`src/rtl/tick_countdown_timer_if.sv`:
```
// Control/status bundle for the tick-driven countdown timer.
// The master drives requests and the timebase; the slave (the timer) returns
// the count and the status flags.
interface tick_countdown_timer_if #(
  parameter int WIDTH = 7
);
  logic             tick_in;
  logic             start;
  logic             pause;
  logic             ack;
  logic [WIDTH-1:0] load_val;
  logic [WIDTH-1:0] count_out;
  logic             prescaler_en;
  logic             busy;
  logic             done;
  logic             expired;

  modport master (
    output tick_in, start, pause, ack, load_val,
    input  count_out, prescaler_en, busy, done, expired
  );

  modport slave (
    input  tick_in, start, pause, ack, load_val,
    output count_out, prescaler_en, busy, done, expired
  );
endinterface

```
`src/rtl/tick_countdown_timer.sv`:
```
// Countdown timer advanced by an external one-cycle tick strobe.
// start loads a saturated count and runs; pause holds the count; reaching zero
// raises a one-cycle done pulse and a sticky expired flag that ack clears.
// Every output is a flop whose next value is derived from the next state.
module tick_countdown_timer #(
  parameter int WIDTH   = 7,
  parameter int MAX_VAL = 99
) (
  input  logic                 clk,
  input  logic                 rst,
  tick_countdown_timer_if.slave bus
);

  typedef enum logic [1:0] {
    IDLE    = 2'd0,
    RUN     = 2'd1,
    PAUSED  = 2'd2,
    EXPIRED = 2'd3
  } state_t;

  localparam logic [WIDTH-1:0] MAX_C = WIDTH'(MAX_VAL);
  localparam logic [WIDTH-1:0] ONE_C = WIDTH'(1);

  state_t           state_q, state_d;
  logic [WIDTH-1:0] count_q, count_d;
  logic             prescaler_en_q, prescaler_en_d;
  logic             busy_q, busy_d;
  logic             done_q, done_d;
  logic             expired_q, expired_d;
  logic [WIDTH-1:0] load_sat;

  // Clamp a requested load to the largest legal count.
  function automatic logic [WIDTH-1:0] sat_load(input logic [WIDTH-1:0] v);
    return (v > MAX_C) ? MAX_C : v;
  endfunction

  // Next-state and next-output logic; start overrides everything else.
  always_comb begin
    state_d  = state_q;
    count_d  = count_q;
    load_sat = sat_load(bus.load_val);

    if (bus.start) begin
      if (load_sat == '0) begin
        state_d = EXPIRED;
        count_d = '0;
      end else begin
        count_d = load_sat;
        state_d = bus.pause ? PAUSED : RUN;
      end
    end else begin
      case (state_q)
        IDLE: begin
          state_d = IDLE;
        end
        RUN: begin
          // A pause wins over a coincident tick, so no decrement is lost or gained.
          if (bus.pause) begin
            state_d = PAUSED;
          end else if (bus.tick_in && (count_q != '0)) begin
            count_d = count_q - ONE_C;
            if (count_q == ONE_C) state_d = EXPIRED;
          end
        end
        PAUSED: begin
          if (!bus.pause) state_d = RUN;
        end
        EXPIRED: begin
          count_d = '0;
          if (bus.ack) state_d = IDLE;
        end
        default: begin
          state_d = IDLE;
          count_d = '0;
        end
      endcase
    end

    // done fires only on the transition into EXPIRED, never while staying there.
    done_d         = (state_d == EXPIRED) && (state_q != EXPIRED);
    expired_d      = (state_d == EXPIRED);
    busy_d         = (state_d == RUN) || (state_d == PAUSED);
    prescaler_en_d = (state_d == RUN);
  end

  // State and output registers with asynchronous reset.
  always_ff @(posedge clk or posedge rst) begin
    if (rst) begin
      state_q        <= IDLE;
      count_q        <= '0;
      prescaler_en_q <= 1'b0;
      busy_q         <= 1'b0;
      done_q         <= 1'b0;
      expired_q      <= 1'b0;
    end else begin
      state_q        <= state_d;
      count_q        <= count_d;
      prescaler_en_q <= prescaler_en_d;
      busy_q         <= busy_d;
      done_q         <= done_d;
      expired_q      <= expired_d;
    end
  end

  assign bus.count_out    = count_q;
  assign bus.prescaler_en = prescaler_en_q;
  assign bus.busy         = busy_q;
  assign bus.done         = done_q;
  assign bus.expired      = expired_q;

endmodule

```
`src/flat_wrapper.sv`:
```
// flat-port wrapper written by rule: the top's interface ports become plain ports
module tick_countdown_timer_flat 
#(
  parameter int WIDTH   = 7,
  parameter int MAX_VAL = 99
)
  (clk, rst, bus_tick_in, bus_start, bus_pause, bus_ack, bus_load_val, bus_count_out, bus_prescaler_en, bus_busy, bus_done, bus_expired);
  tick_countdown_timer_if #(.WIDTH(WIDTH)) bus_i ();
  input  logic clk;
  input  logic rst;
  input wire logic [$bits(bus_i.tick_in)-1:0] bus_tick_in;
  input wire logic [$bits(bus_i.start)-1:0] bus_start;
  input wire logic [$bits(bus_i.pause)-1:0] bus_pause;
  input wire logic [$bits(bus_i.ack)-1:0] bus_ack;
  input wire logic [$bits(bus_i.load_val)-1:0] bus_load_val;
  output wire logic [$bits(bus_i.count_out)-1:0] bus_count_out;
  output wire logic [$bits(bus_i.prescaler_en)-1:0] bus_prescaler_en;
  output wire logic [$bits(bus_i.busy)-1:0] bus_busy;
  output wire logic [$bits(bus_i.done)-1:0] bus_done;
  output wire logic [$bits(bus_i.expired)-1:0] bus_expired;
  assign bus_i.tick_in = bus_tick_in;
  assign bus_i.start = bus_start;
  assign bus_i.pause = bus_pause;
  assign bus_i.ack = bus_ack;
  assign bus_i.load_val = bus_load_val;
  assign bus_count_out = bus_i.count_out;
  assign bus_prescaler_en = bus_i.prescaler_en;
  assign bus_busy = bus_i.busy;
  assign bus_done = bus_i.done;
  assign bus_expired = bus_i.expired;
  tick_countdown_timer #(.WIDTH(WIDTH), .MAX_VAL(MAX_VAL)) u_core (.clk(clk), .rst(rst), .bus(bus_i));
endmodule
```
`config.mk`:
```
export PLATFORM = sky130hd
export DESIGN_NAME = tick_countdown_timer_flat
export DESIGN_NICKNAME = d
export VERILOG_FILES = /design/src/rtl/tick_countdown_timer_if.sv /design/src/rtl/tick_countdown_timer.sv /design/src/flat_wrapper.sv
export SDC_FILE = /design/constraint.sdc
export NUM_CORES = 1
export LEC_CHECK = 0
export BUFFER_PORTS_ARGS = -buffer_cell sky130_fd_sc_hd__buf_2
export CAP_MARGIN = 30
export CORE_ASPECT_RATIO = 0.8
export CORE_UTILIZATION = 45
export CTS_CLUSTER_DIAMETER = 30
export DETAILED_ROUTE_END_ITERATION = 8
export PLACE_DENSITY = 0.82
export SYNTH_ARGS = -nofsm -noshare
export SYNTH_HDL_FRONTEND = slang
export SYNTH_SLANG_ARGS = --single-unit
```
`constraint.sdc`:
```
create_clock -name clk -period 1.75 [get_ports clk]
set_input_delay 0.175 -clock clk [delete_from_list [all_inputs] [get_ports clk]]
set_output_delay 0.175 -clock clk [all_outputs]
set_load 0.02 [all_outputs]
```
# Yosys cells after proc, flatten, opt, wreduce, memory -nomap -nowiden
# Index checks and enable logic that the tools add are counted.
totals:
  regBits: 13
  latch_bits: 0
  ramBits: 0
  rom_bits: 0
  input_bits: 13
  out_inout_bits: 11
  word_cells: 41
  memories: 0
classes:
  addsub: 1
  n_mul: 0
  div: 0
  n_lt_le_gt_ge: 1
  n_eq_ne: 10
  n_shift: 0
  muxes: 15
  bitwise_logic: 0
  reduce_logical: 8
ops:
  columns: ["op", "count"]
  rows:
  - ["2-to-1 mux 7 bit", 5]
  - ["2-to-1 mux 2 bit", 8]
  - ["case mux 7 bit (2 select lines)", 1]
  - ["equality test 2 bit (second input constant)", 4]
  - ["case mux 2 bit (4 select lines)", 1]
  - ["equality test 7 x 1 -> 1 bit (second input constant)", 1]
  - ["> comparator 7 bit (second input constant)", 1]
  - ["zero test 7 bit", 1]
  - ["nonzero test 7 bit", 1]
  - ["subtractor 7 x 1 -> 7 bit (second input constant)", 1]
  - ["equality test 2 x 1 -> 1 bit (second input constant)", 2]
  - ["!= test 3 x 2 -> 1 bit (second input constant)", 1]
  - ["!= test 3 bit (second input constant)", 1]
  - ["AND reduction 3 bit", 1]
  - ["nonzero test 3 bit", 1]
  - ["logical AND 1 bit", 2]
  - ["zero test 2 bit", 1]
  - ["!= test 2 bit (second input constant)", 1]
  - ["logical OR 1 bit", 1]

# Longest topological paths before layout
# Gate-level depths: netlist (run 1).
depth:
  depth_word: 8
  depth_mapped: 8
  depth_no_buf: 8

# Least setup slack after synthesis (run 1)
# OpenSTA, ideal clock, no wires.
synth_path:
  path_kind: "reg2reg"
  startpoint: "reg u_core.count_q[0] (netlist: u_core.bus.count_out[0])"
  endpoint: "reg u_core.busy_q (netlist: u_core.bus.busy)"
  setup_ps: 126
  arrival_ps: 1859
  required_time_ps: 1624
  setup_slack_ps: -235
  path_stages_with_launch: 8
  n_path_buf: 0
  synth_period_minus_slack_ps: 1985
  path_cell_list: "dfrtp_1 -> inv_1 -> ha_1 -> nor4bb_1 -> a21oi_1 -> o311ai_0 -> o21a_1 -> ha_1"
synth_between:
  elab_chain_len: 8
  elab_cells_between_ends: 11
  classes_between: "eq/ne: 3; mux: 5; reduce/logical: 3"
synth_lines:
  columns: ["item", "line_no", "source"]
  rows:
  - ["start, declared", "tick_countdown_timer.sv:25", "logic [WIDTH-1:0] count_q, count_d;"]
  - ["start signal, assigned", "tick_countdown_timer.sv:97", "count_q <= count_d;"]
  - ["equality test 7 x 1 -> 1 bit / nonzero test 7 bit (equally long branches)", "tick_countdown_timer.sv:62, tick_countdown_timer.sv:60", null]
  - ["2-to-1 mux 2 bit / logical AND 1 bit (equally long branches)", "tick_countdown_timer.sv:62, tick_countdown_timer.sv:60", null]
  - ["2-to-1 mux 2 bit (*)", "tick_countdown_timer.sv:60", "end else if (bus.tick_in && (count_q != '0)) begin"]
  - ["2-to-1 mux 2 bit (*)", "tick_countdown_timer.sv:58", "if (bus.pause) begin"]
  - ["case mux 2 bit (4 select lines) (*)", "tick_countdown_timer.sv:52", "case (state_q)"]
  - ["2-to-1 mux 2 bit (*)", "tick_countdown_timer.sv:43", "if (bus.start) begin"]
  - ["net u_core.state_d[1]", "tick_countdown_timer.sv:24", "state_t state_q, state_d;"]
  - ["equality test 2 x 1 -> 1 bit / equality test 2 bit (equally long branches)", "tick_countdown_timer.sv:82", "busy_d = (state_d == RUN) || (state_d == PAUSED);"]
  - ["logical OR 1 bit (*)", "tick_countdown_timer.sv:82", null]
  - ["net u_core.busy_d", "tick_countdown_timer.sv:27", "logic busy_q, busy_d;"]
  - ["end signal, assigned", "tick_countdown_timer.sv:99", "busy_q <= busy_d;"]
  - ["end, declared", "tick_countdown_timer.sv:27", null]
# The timed path passes the listed nets; every way through them passes the cells marked *.
# A chain may end at the register's enable or synchronous reset.

# Final worst setup path (run 1)
# Same ends and word-level chain as after synthesis.

==> impl_results.md, run 1 <==
- Sequential fraction of the synthesis area: 39.3%
- Syn_nets: 103
- Slew @ Worst Pin: 0.506 ns
- Worst Setup End Kind: flop
- Final Max Slew Viols: 0
- Worst setup SP type: flop
- Yosys cell types: 33
- First drt pass iteration count: 4
- Vias after detailed routing: 920
- Mean Syn Cell Area: 9.74 µm²
- Hold Crit Start: bus_load_val[3]
- GRT Residual Overflow: 0
- Total track usage: 26.4%
- FF-to-FF End: u_core.bus.busy$_DFF_PP0_
- Input/output buffers: 23
- CTS H-Tree Depth: 1
- Worst Path Required: 1.94 ns
- Mapped Area: 828 µm²
- Reg2reg path depth: 7
- Max Used Layer: met4
- Gpl congestion: 0.854
- Final Total Pwr: 1240 µW
- PwrDens: 1030 nW/µm²
- Height of the chip: 40.4 µm
- Vias in the first global route: 778
- Internal reg-to-reg setup slack: -0.22 ns
- Critical path class: reg2reg
- Clock Path Buffers: 2
- Leak: 0.000598 µW
- Diode count: 0
- Levels on crit path: 7
- Inst Count DP: 140
- Global-route wire length before repair: 3680 µm
- Largest stage delay, worst path: 0.42 ns
- Initial drt markers: 75
- Share of cells above drive strength 1: 47.6%
- Final Hold Violating Endpoints: 0
- Initial antenna violation count: 0
- Yosys warnings: 0
- Util after Layout: 71.8%
- Status: complete, but fails checks
- RSZ-0062 raised after global routing: yes
- VDD IR max: 0.683 mV
- Root buffer cell: clkbuf_4
- Slowest stage cell, crit path: dfrtp_2
- # IOs: 24
- Vias per cell: 6.22
- Met2 wire length: 1330 µm
- Met3 WL post-DR: 269 µm
- Worst path bufs/invs: 1
- Min-Delay Path Depth: 4
- Post-DP HPWL: 1660 µm
- Routed metal-1 wirelength: 1090 µm
- Post-synth EDFFs: 0
- Number of fill cells: 126
- Hold Path End: u_core.bus.count_out[3]$_DFFE_PP0P_
- Drt wl/cell: 19.1 µm
- Post-synthesis register bit count: 13
- CTS clk-pin slew, worst paths: 0.09 ns
- Fin cells: 148
- Post-synth ARST share: 100%
- Antenna-violating nets left: 0
- Critical-path cell list: inv_2, ha_4, nor4bb_4, a21oi_2, o311ai_4, o21a_1, ha_4
- Max Cap Violations: 0
- Crit path max-delay family: compound AO/OA/AOI/OAI gates
- Layout Nets: 145
- Final setup fails: 6
- Cells after synthesis: 85
- Clk sinks: 13
- CTS tree: yes
- Ys flop type: dfrtp_1
- Critical Path AT: 2.16 ns
- Slew HR: 66.2%
- Site Rows: 13
- HP Class: in2reg
- Highest clock rate: 507 MHz
- DIE AREA: 2020 µm²
- Starting Density: 49.4%
- Worst skew pair latency: 0.29 ns
- Worst-path fanout max: 3
- Pin count of the biggest net entering global routing: 14
- CP most frequent cell: ha_4
- Worst setup margin: -0.222 ns
- Post-Route WL: 2830 µm
- Tcrit/Tclk final: 113%
- Minimum clock period: 1.97 ns
- Layout area overhead: 45.3%
- Layout Skew: 0.00872 ns
- RR Startpoint: u_core.bus.count_out[0]$_DFFE_PP0P_
- Drt drc: 0
- Failing checks: negative setup slack
- Core box area: 1680 µm²
- CTS Buf Count: 3
- Width of the die: 50.0 µm
-- layout make-up --
type | count | area [µm²] | share of cell area [%]
Inverter | 6 | 25.0 | 2.08
Timing Repair Buffer | 38 | 230 | 19.1
Clock buffer | 3 | 22.5 | 1.87
Clock inverter | 1 | 5.00 | 0.416
Multi-Input combinational cell | 65 | 566 | 47.0
Sequential cell | 13 | 328 | 27.2
Tap cell | 22 | 27.5 | 2.29
-- tightest hold or removal path: stages --
cell and delay (ns):
buf_2 0.11, nand3_1 0.06, o31ai_1 0.08, o21a_1 0.10
-- cell usage after synthesis, drive strengths merged (2+ instances only) --
master / instances / area (µm²)
o21ai: 5 / 25.0
nand3: 4 / 20.0
a21oi: 2 / 10.0
a2bb2oi: 2 / 17.5
o211a: 3 / 30.0
a21o: 2 / 22.5
mux2: 2 / 30.0
o21a: 3 / 22.5
or4: 2 / 15.0
nand2: 8 / 30.0
dfrtp: 13 / 325
inv: 6 / 22.5
ha: 5 / 62.6
and3: 2 / 12.5
o211ai: 3 / 22.5
nor2: 5 / 18.8
nand4: 3 / 18.8
-- worst max path at each step --
stage	start	to	slack [ns]
global placement	u_core.bus.count_out[0]$_DFFE_PP0P_	u_core.bus.busy$_DFF_PP0_	0.008
detailed placement	u_core.bus.count_out[1]$_DFFE_PP0P_	u_core.bus.busy$_DFF_PP0_	-0.16
global route	u_core.bus.count_out[0]$_DFFE_PP0P_	u_core.bus.done$_DFF_PP0_	-0.27
floorplan	u_core.bus.count_out[0]$_DFFE_PP0P_	u_core.bus.busy$_DFF_PP0_	-0.05
finish	u_core.bus.count_out[0]$_DFFE_PP0P_	u_core.bus.busy$_DFF_PP0_	-0.22
CTS	u_core.bus.count_out[0]$_DFFE_PP0P_	u_core.bus.done$_DFF_PP0_	-0.09
-- where the power goes --
| group | internal [µW] | leakage, µW | switching (µW) |
|---|---|---|---|
| Sequential | 357 | 0.000160 | 68.1 |
| Clock | 85.0 | 0.0000177 | 111 |
| Combinational | 292 | 0.000420 | 326 |
-- sequential cells by signal, indices dropped and copies added, names as in the netlist --
register,count
u_core.bus.done,1
u_core.bus.count_out,7
u_core.state_q,2
u_core.bus.expired,1
u_core.bus.prescaler_en,1
u_core.bus.busy,1
-- cell usage in the layout (no fill, tap or decap), types with 3 or more instances in the layout --
cell,n
inv_1,4
dfrtp_1,11
o21ai_0,4
o211a_1,3
o21a_1,3
nand2_1,8
nand3_1,4
nor2_1,4
buf_4,14
buf_2,23
o211ai_1,3
nand4_1,3
ha_4,3
clkbuf_4,3
-- per-stage QoR --
stage	setup slack (ns)	setup TNS (ns)	cell area, µm²	hold slack (ns)
after detailed placement	-0.162	-0.519	1050	0.231
after floorplan	-0.0498	-0.0724	831	0.0518
after CTS	-0.0884	-0.249	1140	0.230
after global routing	-0.272	-1.23	1200	0.296
after global placement	0.00847	0	1050	0.221
final	-0.222	-0.847	1200	0.278
-- logic make-up (layout without fill, tap and decap cells) --
logic type | Yosys count | after routing | synth area share [%]
fa+ha+maj | 5 | 5 | 7.55
compound gates | 25 | 25 | 23.0
simple gates | 33 | 33 | 23.4
mux | 2 | 2 | 3.63
buf+inv | 7 | 48 | 3.17
flops | 13 | 13 | 39.3
-- per-layer routing --
layer  global-route usage (%)  vias to the layer above
li1                         -                      402
met3                     6.06                       21
met2                     44.6                       71
met5                        0                        -
met4                     16.4                        0
met1                     31.5                      426
-- what timing repair did --
action                                  CTS  global route
pin swaps                                 0             4
endpoints found under the setup margin    4             7
resized for setup                         6            11
hold buffers                              1             0
hold endpoints to repair                 13             0
buffers inserted                          2             1
gates cloned                              0             0
No activity file was read; power rests on OpenSTA's default activity.
==> inputs of run 2 (changes only) <==
- CORE_ASPECT_RATIO: 0.8 -> default
==> run 2 against run 1 <==
Compared with the run above: the run still ends with negative setup slack left; total power shrank 5.9%; sequential power shrank 2%; flip-flop and latch count is the same; clock skew shrank 0.0045 ns; critical path depth stayed put; combinational power shrank 9.7%; worst setup slack better by 0.14 ns; core utilization shrank 5.4 points; largest cell class unchanged.
==> impl_results.md, run 2 (synthesized netlist as in run 1, its figures left out) <==
- Status: complete, but fails checks
- Failing checks: negative setup slack
- Tcrit/Tclk final: 105%
- Post-Route WL: 2280 µm
- Layout area overhead: 38.5%
- Gpl congestion: 0.847
- CTS H-Tree Depth: 1
- Core box area: 1730 µm²
- Height of the chip: 44.9 µm
- Critical path destination: u_core.bus.busy$_DFF_PP0_
- FF-to-FF End: u_core.bus.busy$_DFF_PP0_
- Clock Power Share: 16.3%
- DIE AREA: 2020 µm²
- Util after Layout: 66.4%
- Final setup fails: 2
- Internal power: 708 µW
- Commonest cells after routing, fill and taps aside: 23 x buf_2, 11 x buf_4, 11 x dfrtp_1, 8 x nand2_1
- Area of the multi-input gates: 528 µm²
- # IOs: 24
- Reg2reg path depth: 7
- Diode count: 0
- Clk sinks: 13
- Worst-path fanout max: 3
- Input/output buffers: 23
- Switch Pwr: 457 µW
- Clock Path Buffers: 2
- Final Hold Violating Endpoints: 0
- Final Total Pwr: 1170 µW
- Layout Skew: 0.00426 ns
- Vias in the first global route: 778
- GRT Residual Overflow: 0
- Critical Path AT: 2.01 ns
- Minimum clock period: 1.83 ns
- Pin count of the biggest net entering global routing: 14
- Global-route wire length before repair: 3460 µm
- Layout Nets: 142
- Total track usage: 24.6%
- Initial drt markers: 22
- Number of fill cells: 137
- Site Rows: 15
- Finished Cell Area: 1150 µm²
- Worst setup SP type: flop
- Sw Share: 39.2%
- RSZ-0062 raised after global routing: yes
- Post-route setup TNS: -0.159 ns
- Max FFs per register: 7
- Vias after detailed routing: 867
- HP Class: in2reg
- Root buffer cell: clkbuf_4
- Share of cells above drive strength 1: 42.3%
- Fin cells: 148
- Crit path launch: u_core.bus.count_out[1]$_DFFE_PP0P_
- VDD IR max: 0.560 mV
- Highest clock rate: 545 MHz
- CTS clk-pin slew, worst paths: 0.08 ns
- Post-DP HPWL: 1540 µm
- Worst Setup End Kind: flop
- Worst setup margin: -0.0843 ns
- Drt drc: 0
- Inst Count DP: 142
- Starting Density: 48.0%
- Max Cap Violations: 0
- PwrDens: 1020 nW/µm²
- First drt pass iteration count: 4
- Vias per cell: 5.86
- CTS tree: yes
- Antenna-violating nets left: 0
- Drt wl/cell: 15.4 µm
- Internal reg-to-reg setup slack: -0.08 ns
- Combinational Power Share: 47.9%
- Worst skew pair latency: 0.28 ns
- Dpl cell area: 1050 µm²
- FF/Latch Area: 328 µm²
- Most common library cell in the layout ignoring fill and taps: buf_2
- Leak: 0.000581 µW
- RR Startpoint: u_core.bus.count_out[1]$_DFFE_PP0P_
- Critical path class: reg2reg
- Final Max Slew Viols: 0
- Worst Path Required: 1.92 ns
- Slew HR: 67.3%
- Initial antenna violation count: 0
- CTS Buf Count: 3
- Slew @ Worst Pin: 0.490 ns
- Reg power frac: 35.8%
- Width of the die: 44.9 µm
[run 2: cell count changes in the layout (fill, tap and decap cells not counted)]
cell,delta
a221oi_1,+1
a221oi_2,-1
buf_4,-3
ha_1,+2
ha_2,-1
ha_4,-1
nor2_1,+1
nor2_2,-1
o21ai_0,+1
o21ai_2,-1
o311ai_2,+1
o311ai_4,-1
[run 2: per-stage QoR]
step | setup WS, ns | hold WS, ns
after floorplan | -0.0498 | 0.0518
after global placement | 0.00662 | 0.217
after detailed placement | -0.0767 | 0.221
after CTS | -0.0847 | 0.227
after global routing | -0.126 | 0.278
final | -0.0843 | 0.242
[run 2: layout make-up]
cell class	count	area share, %
Sequential cell	13	28.6
Clock buffer	3	1.96
Timing Repair Buffer	35	18.1
Multi-Input combinational cell	65	46.0
Inverter	6	2.18
Tap cell	25	2.73
Clock inverter	1	0.436
[run 2: worst min-delay path by stage]
stage          slack, ns  depth (start not counted)                                  end             from
6_report            0.24                          4  u_core.bus.count_out[2]$_DFFE_PP0P_  bus_load_val[2]
5_1_grt             0.28                          4  u_core.bus.count_out[2]$_DFFE_PP0P_  bus_load_val[2]
4_1_cts             0.23                          2          u_core.state_q[1]$_DFF_PP0_        bus_pause
3_5_place_dp        0.22                          2            u_core.bus.busy$_DFF_PP0_              rst
3_3_place_gp        0.22                          2          u_core.state_q[0]$_DFF_PP0_              rst
2_1_floorplan       0.05                          1            u_core.bus.busy$_DFF_PP0_              rst
[run 2: per-layer routing]
| layer | share of wire [%] | track usage [%] | wire [µm] |
|---|---|---|---|
| met2 | 48 | 38.2 | 1090 |
| met5 | 0 | 0 | 0 |
| met3 | 6.5 | 4.40 | 148 |
| met1 | 43 | 33.1 | 991 |
| met4 | 2.1 | 12.1 | 47 |
[run 2: worst max-delay path, stage by stage, from the launching register on]
cell and delay [ns]:
dfrtp_2 0.40, inv_4 0.05, ha_4 0.16, nor4bb_4 0.28, a21oi_2 0.09, o311ai_2 0.30
o21a_1 0.23, ha_4 0.22
[run 2: power by group through the flow]
stage                     combinational [µW]  sequential [µW]  clock [µW]
after detailed placement                 488              415           0
after CTS                                495              409         194
after global routing                     606              422         207
final                                    558              417         190
after global placement                   468              412           0
after floorplan                          217              491           0
[run 2: repair_timing]
item | 4_1_cts | 5_1_grt
endpoints found under the setup margin | 2 | 4
resized for setup | 1 | 8
hold buffers | 1 | 0
pin swaps | 0 | 3
hold endpoints to repair | 13 | 0
buffers inserted | 0 | 1
